File: src/rtl/riscy_pkg.sv
// Shared definitions for the riscy32_single core.
//   fetch_state_t : fetch FSM state encoding (IDLE, REQ, WAIT, HOLD, HALT)
//   INSTR_NOP     : canonical NOP (addi x0, x0, 0) used to blank Instr
//   OP_*          : base RV32I major opcodes decoded by control
//   is_word_aligned() : true when an address has bits [1:0] == 0
package riscy_pkg;

  typedef enum logic [2:0] {
    IDLE = 3'd0,
    REQ  = 3'd1,
    WAIT = 3'd2,
    HOLD = 3'd3,
    HALT = 3'd4
  } fetch_state_t;

  localparam logic [31:0] INSTR_NOP = 32'h0000_0013;

  localparam logic [6:0] OP_LOAD   = 7'b000_0011;
  localparam logic [6:0] OP_STORE  = 7'b010_0011;
  localparam logic [6:0] OP_RTYPE  = 7'b011_0011;
  localparam logic [6:0] OP_ITYPE  = 7'b001_0011;
  localparam logic [6:0] OP_BRANCH = 7'b110_0011;
  localparam logic [6:0] OP_JAL    = 7'b110_1111;
  localparam logic [6:0] OP_JALR   = 7'b110_0111;
  localparam logic [6:0] OP_LUI    = 7'b011_0111;
  localparam logic [6:0] OP_AUIPC  = 7'b001_0111;

  function automatic logic is_word_aligned(input logic [1:0] low_bits);
    return (low_bits == 2'b00);
  endfunction

endpackage

File: src/rtl/fetch_unit_pc_reg.sv
// Program-counter register with next-PC selection.
//   clk, rst   : clock, asynchronous active-high reset (PC <= RESET_PC)
//   we         : load next_pc into the PC this cycle
//   pc_src     : 1 selects pc_target, 0 selects pc_plus4
//   pc_target  : branch/jump target
//   pc         : current PC
//   pc_plus4   : pc + 4, wrapping modulo 2^XLEN
//   next_pc    : candidate next PC (mux output)
//   misalign   : next_pc is not word aligned
module pc_reg
  import riscy_pkg::*;
#(
  parameter int              XLEN     = 32,
  parameter logic [XLEN-1:0] RESET_PC = '0
) (
  input  logic            clk,
  input  logic            rst,
  input  logic            we,
  input  logic            pc_src,
  input  logic [XLEN-1:0] pc_target,
  output logic [XLEN-1:0] pc,
  output logic [XLEN-1:0] pc_plus4,
  output logic [XLEN-1:0] next_pc,
  output logic            misalign
);

  // Plain modular add: 0xFFFF_FFFC + 4 wraps to 0 with no error flagged.
  assign pc_plus4 = pc + XLEN'(4);
  assign next_pc  = pc_src ? pc_target : pc_plus4;
  assign misalign = !is_word_aligned(next_pc[1:0]);

  always_ff @(posedge clk or posedge rst) begin
    if (rst) begin
      pc <= RESET_PC;
    end else if (we) begin
      pc <= next_pc;
    end
  end

endmodule

File: src/rtl/fetch_unit.sv
// Program-counter and instruction-fetch stage.
//   clk, rst        : clock, asynchronous active-high reset
//   PCSrc, PCTarget : next-PC select and target, sampled on HOLD & Retire
//   Retire          : core consumed Instr (only meaningful in HOLD)
//   ImemReqValid/ImemReqReady/ImemAddr : fetch request handshake
//   ImemRespValid/ImemRespData         : fetch response
//   Instr, InstrValid : held instruction for decode (NOP when not valid)
//   PC, PCPlus4       : current instruction address and its successor
//   MisalignErr       : sticky, set when a misaligned next PC was selected
module fetch_unit
  import riscy_pkg::*;
#(
  parameter int              XLEN     = 32,
  parameter logic [XLEN-1:0] RESET_PC = '0
) (
  input  logic            clk,
  input  logic            rst,
  input  logic            PCSrc,
  input  logic [XLEN-1:0] PCTarget,
  input  logic            Retire,
  output logic            ImemReqValid,
  input  logic            ImemReqReady,
  output logic [XLEN-1:0] ImemAddr,
  input  logic            ImemRespValid,
  input  logic [31:0]     ImemRespData,
  output logic [31:0]     Instr,
  output logic            InstrValid,
  output logic [XLEN-1:0] PC,
  output logic [XLEN-1:0] PCPlus4,
  output logic            MisalignErr
);

  fetch_state_t    state;
  logic [31:0]     instr_q;
  logic            req_valid;
  logic            instr_valid;
  logic            misalign_err;
  logic            pc_we;
  logic            next_misalign;
  logic [XLEN-1:0] next_pc;
  logic [XLEN-1:0] pc;
  logic [XLEN-1:0] pc_plus4;

  // The PC advances only on a clean retire; a misaligned target leaves the
  // PC pointing at the instruction that produced it.
  assign pc_we = (state == HOLD) && Retire && !next_misalign;

  pc_reg #(
    .XLEN    (XLEN),
    .RESET_PC(RESET_PC)
  ) u_pc_reg (
    .clk      (clk),
    .rst      (rst),
    .we       (pc_we),
    .pc_src   (PCSrc),
    .pc_target(PCTarget),
    .pc       (pc),
    .pc_plus4 (pc_plus4),
    .next_pc  (next_pc),
    .misalign (next_misalign)
  );

  always_ff @(posedge clk or posedge rst) begin
    if (rst) begin
      state        <= IDLE;
      instr_q      <= INSTR_NOP;
      req_valid    <= 1'b0;
      instr_valid  <= 1'b0;
      misalign_err <= 1'b0;
    end else begin
      unique case (state)
        IDLE: begin
          req_valid <= 1'b1;
          state     <= REQ;
        end
        // Request stays asserted with a stable address until accepted.
        REQ: begin
          if (ImemReqReady) begin
            req_valid <= 1'b0;
            state     <= WAIT;
          end
        end
        // Only place a response is accepted; one request is ever outstanding.
        WAIT: begin
          if (ImemRespValid) begin
            instr_q     <= ImemRespData;
            instr_valid <= 1'b1;
            state       <= HOLD;
          end
        end
        HOLD: begin
          if (Retire) begin
            instr_valid <= 1'b0;
            if (next_misalign) begin
              misalign_err <= 1'b1;
              state        <= HALT;
            end else begin
              req_valid <= 1'b1;
              state     <= REQ;
            end
          end
        end
        HALT: begin
          state <= HALT;
        end
        default: begin
          req_valid   <= 1'b0;
          instr_valid <= 1'b0;
          state       <= IDLE;
        end
      endcase
    end
  end

  assign ImemReqValid = req_valid;
  assign ImemAddr     = pc;
  assign InstrValid   = instr_valid;
  // instr_valid is high exactly in HOLD, so this blanks Instr everywhere else.
  assign Instr        = instr_valid ? instr_q : INSTR_NOP;
  assign PC           = pc;
  assign PCPlus4      = pc_plus4;
  assign MisalignErr  = misalign_err;

  // Unused next_pc tap kept visible for debug; fold into a reduction so it
  // is referenced.
  logic next_pc_unused;
  assign next_pc_unused = ^next_pc;

endmodule

File: config.mk
export PLATFORM = sky130hd
export DESIGN_NAME = fetch_unit
export DESIGN_NICKNAME = d
export VERILOG_FILES = /design/src/rtl/riscy_pkg.sv /design/src/rtl/fetch_unit_pc_reg.sv /design/src/rtl/fetch_unit.sv
export SDC_FILE = /design/constraint.sdc
export NUM_CORES = 1
export LEC_CHECK = 0
export CAP_MARGIN = 20
export CORE_ASPECT_RATIO = 1.25
export CORE_MARGIN = 10
export CORE_UTILIZATION = 40
export CTS_CLUSTER_SIZE = 24
export DETAILED_ROUTE_END_ITERATION = 7
export PLACE_DENSITY = 0.84
export SLEW_MARGIN = 25
export SYNTH_ARGS = -nofsm -noshare
export SYNTH_HDL_FRONTEND = slang
export SYNTH_HIERARCHICAL = 1
export SYNTH_SLANG_ARGS = --single-unit
File: constraint.sdc
create_clock -name clk -period 1.97 [get_ports clk]
set_input_delay 0.197 -clock clk [delete_from_list [all_inputs] [get_ports clk]]
set_output_delay 0.197 -clock clk [all_outputs]
set_load 0.03 [all_outputs]
* Yosys cells after proc, flatten, opt, wreduce, memory -nomap -nowiden
Index checks and enable logic that the tools add are counted.
** Cells by class
- $add $sub $neg :: 1
- Reduce and logical (&&, ||, !) cells :: 11
- Multiplexer cells :: 14
- Bitwise operators :: 3
- Eq/ne operators :: 8
** Operator list (number)
- 32-bit two-way mux :: 2
- 32-bit by 3-bit adder with 32-bit output (second input constant) :: 1
- 3-bit case mux with 5 select lines :: 1
- 3-bit two-way mux :: 4
- 3-bit AND reduction :: 3
- 3-bit by 2-bit equality test with 1-bit output (second input constant) :: 2
- 2-bit inequality test (second input constant) :: 3
- 1-bit two-way mux :: 5
- 1-bit case mux with 4 select lines :: 1
- 4-bit AND reduction :: 1
- 3-bit by 1-bit equality test with 1-bit output (second input constant) :: 1
- 3-bit equality test (second input constant) :: 1
- 3-bit zero test :: 1
- 1-bit inverter :: 3
- 1-bit case mux with 3 select lines :: 1
- 3-bit OR reduction :: 1
- 1-bit logical AND :: 2
- 2-bit zero test :: 1
- 2-bit by 1-bit inequality test with 1-bit output (second input constant) :: 1
- 2-bit AND reduction :: 1
- 2-bit OR reduction :: 1
** Storage, ports and cells
- Register bits after elaboration :: 70
- Output and inout bits :: 131
- Word-level logic and storage cells :: 43

* Depth between registers and ports, before layout
- Word-level depth :: 6
- Gate-level depth with buffers :: 10

* Cells and area by module
The synthesis kept the hierarchy.
** Modules (own cells, without submodules)
- pc_reg :: instances 1, cells each 367, area an instance 3049.2 um^2
- fetch_unit :: instances 1, cells each 169, area an instance 1981.9 um^2

* Least setup slack after synthesis
OpenSTA, ideal clock, no wires.
- Path type :: input to register
- Start point :: in PCSrc
- End point :: reg u_pc_reg.pc[4]
- Setup time :: 0.125 ns
- Buffers on the path :: 4
- Stages :: 8
- Path slack :: -0.662 ns
- Arrival time :: 2.507 ns
- Cell sequence :: clkbuf_1 clkbuf_1 mux2i_1 nand2_1 nor4_1 clkbuf_1 buf_1 mux2_2
** On the way
- Word-level cells in the longest chain between the ends :: 3
** Ends and longest elaborated chain
- start: declaration :: line fetch_unit.sv:18 : input logic PCSrc,
- 32-bit two-way mux :: line fetch_unit_pc_reg.sv:29 : assign next_pc = pc_src ? pc_target : pc_plus4;
- 2-bit zero test :: line riscy_pkg.sv:29 : return (low_bits == 2'b00);
- 1-bit logical AND :: line fetch_unit.sv:46 : assign pc_we = (state == HOLD) && Retire && !next_misalign;
- named net pc_we :: line fetch_unit.sv:38 : logic pc_we;
- end signal: assignment :: line fetch_unit_pc_reg.sv:36 : pc <= next_pc;
- end: declaration :: line fetch_unit_pc_reg.sv:21 : output logic [XLEN-1:0] pc,
The timed path passes the listed nets, and every way through them passes these cells.
A chain may end at the register's enable or synchronous reset.

* Final worst setup path
- Start point :: reg u_pc_reg.pc[14]
- End point :: out PCPlus4[29]
** On the way
- Word-level cells in the longest chain between the ends :: 1
** Ends and longest elaborated chain
- 32-bit by 3-bit adder with 32-bit output :: line fetch_unit_pc_reg.sv:28 : assign pc_plus4 = pc + XLEN'(4);
- end: declaration :: line fetch_unit.sv:29 : output logic [XLEN-1:0] PCPlus4,
Every way passes these cells.

==> qor.yml <==
timing:
  max-slew-margin-rel_pct: 65.2
  finalSetupTns_ns: -2.32
  setup_viol: 20
  clock.fmax_mhz: 457
  hold_violations: 0
  worst_slack_ns: -0.217
  tightestPinTransition_ns: 0.523
  rsz0062_at_grt: "true"
  fin_skew_ns: 0.00894
  fin_crit_sh_pct: 111
  timing.final.crit_period_ns: 2.19
  report.final.slew_viol_count: 0
power_and_ir_drop:
  ir_worst_vdd_mv: 1.09
  sw_frac_of_total_pct: 43.6
  intPower_mw: 6.97
  p_leak_nw: 3.82
  power_switching_mw: 5.39
  combPwrFrac_pct: 63.7
  power.share.clock_pct: 15.2
  power_density_nw_per_um2: 1450
  p_seq_share_pct: 21.1
  total_power_mw: 12.4
hold_path:
  min_path_type: "primary input to asynchronous set/reset pin"
job:
  maxCapViolations: 0
layout:
  num_antenna_cells: 0
  layout-drive-gt1-share_pct: 39.4
  design_area_um2: 8560
  layout.nets: 832
  area_growth_pct: 81.8
clock_network:
  cts_num_sinks: 70
  clock_latency_ns: 0.33
  numCtsBuffers: 9
  tritoncts: "built"
  clkTransAtPathRegs_ns: 0.06
  ctsHtreeMaxLevel: 3
  clockBufferDepth: 2
  cts_root_buf: "clkbuf_16"
die:
  initial_core_util_pct: 40.7
  die_area_um2: 16500
  dieWidth_um: 117
  row_count: 44
  fp.coreArea_um2: 11600
  die-height_um: 141
  io_pins: 201
global_route:
  met3_usage_pct: 5.49
  grt_max_degree: 47
  overflow: 0
  grt_pass1_wl_um: 28000
  grtUsageMet2_pct: 37.7
  track_usage_pct: 21.3
  first_global_vias: 5137
  antenna_found_initial: 0
  globalRouteMet1Util_pct: 23.0
  grt_most_used_layer: "met2"
place:
  hpwl_um: 13300
  placed_cell_area_um2: 7400
  io_buffers: 200
  gp_congestion: 0.863
critical_path:
  worstSetupStartpointType: "flop"
  slowest_stage: "dfrtp_2"
  path_class: "flop to output port"
  cp.required_ns: 1.77
  cp-end-kind: "output port"
  path_cells: "nand4_4 -> nor4_4 -> buf_4 -> and4_4 -> xor2_4 -> buf_12"
  critPathMaxStageDelay_ns: 0.42
  arrival_ns: 1.99
  worst-path-max-fanout: 5
detailed_routing:
  viasPerCell: 5.56
  routedWlPerCell_um: 20.9
  antenna_left: 0
  dr.pass1.iters: 5
  drt_iter0_drc: 336
  drt_wl_total_um: 18900
  drc: 0
  routed-via-count: 5023
yosys:
  syn_nets: 564
  syn_area_um2: 4710
  syn_area_per_cell_um2: 9.55
  yosys_warnings: 6
  synthCells: 493
outcome:
  violations: "setup timing"
  outcome: "finished with violations"
[critical path, delay by kind of cell (launching register included)]
family                 cells  cell delay [ns]
flip-flops                 1             0.42
buffers and inverters      2             0.33
XOR/XNOR                   1             0.17
AND/OR/NAND/NOR            3             0.74
[layout by cell type, fill, tap and decap left out, types with 6 or more instances in the layout]
| cell type | count |
|---|---|
| xnor2_4 | 7 |
| nand4_1 | 7 |
| buf_4 | 104 |
| inv_1 | 9 |
| and2_1 | 30 |
| dfrtp_2 | 16 |
| clkdlybuf4s50_1 | 141 |
| buf_6 | 31 |
| nor4_4 | 6 |
| a21oi_1 | 11 |
| nand2_2 | 6 |
| nor2_1 | 18 |
| nand3_1 | 10 |
| dfrtp_1 | 51 |
| a311oi_1 | 6 |
| dlygate4sd2_1 | 31 |
| nand2_4 | 6 |
| clkbuf_16 | 9 |
| nor3_1 | 13 |
| buf_12 | 20 |
| o21ai_0 | 17 |
| mux2_2 | 35 |
| nand2b_1 | 8 |
| nand2_1 | 29 |
[per-layer routing]
layer	up-vias	wire length, um
met5	-	0
met1	2400	6920
met4	0	785
met3	69	1780
li1	2264	-
met2	290	9450
[area by class of cell]
class,count,area [um2]
clock buffer,12,246
clock inverter,4,95.1
fill,739,3010
inverter,10,37.5
multi-input combinational,338,2940
sequential,70,1780
tap,138,173
timing repair buffer,331,3280
timing repair inverter,1,7.51
[power by group through the flow]
stage          clock network [mW]  logic [mW]  registers [mW]
4_1_cts                      1.90        7.62            2.58
3_3_place_gp                    0        7.21            2.55
2_1_floorplan                   0        3.75            3.19
5_1_grt                      1.96        8.25            2.69
3_5_place_dp                    0        7.33            2.60
6_report                     1.88        7.87            2.61
[final timing paths]
path / startpoint / to / slack, ns / cells past startpoint
setup / recovery: u_pc_reg/pc[14]$_DFFE_PP0P_ / PCPlus4[29] / -0.22 / 6
hold / removal: rst / state[2]$_DFFE_PP0P_ / 0.15 / 2
setup reg to reg: u_pc_reg/pc[1]$_DFFE_PP0P_ / u_pc_reg/pc[28]$_DFFE_PP0P_ / 0.09 / 9
hold reg to reg: MisalignErr$_DFFE_PP0P_ / MisalignErr$_DFFE_PP0P_ / 0.48 / 1
max in group asynchronous: rst / instr_q[1]$_DFFE_PP1P_ / 1.28 / 3
min in group clk: PCSrc / u_pc_reg/pc[0]$_DFFE_PP0P_ / 0.40 / 4
[timing repair]
item / in CTS / in global routing
hold buffers: 0 / 0
gates resized for setup: 103 / 33
cloned: 1 / 1
endpoints found under the setup margin: 59 / 45
setup buffers: 31 / 16
pin swaps: 30 / 21
[metrics by stage]
| step | hold slack (ns) | utilization, % | setup slack, ns | cells |
|---|---|---|---|---|
| 6_report | 0.155 | 74.0 | -0.217 | 904 |
| 5_1_grt | 0.208 | 74.0 | -0.253 | 904 |
| 4_1_cts | 0.169 | 71.4 | -0.215 | 888 |
| 3_5_place_dp | 0.461 | 64.0 | -0.285 | 840 |
| 3_3_place_gp | 0.452 | 64.0 | -0.213 | 840 |
| 2_1_floorplan | 0.312 | - | 0.00422 | 493 |
Power figures use the tool's default switching activity.
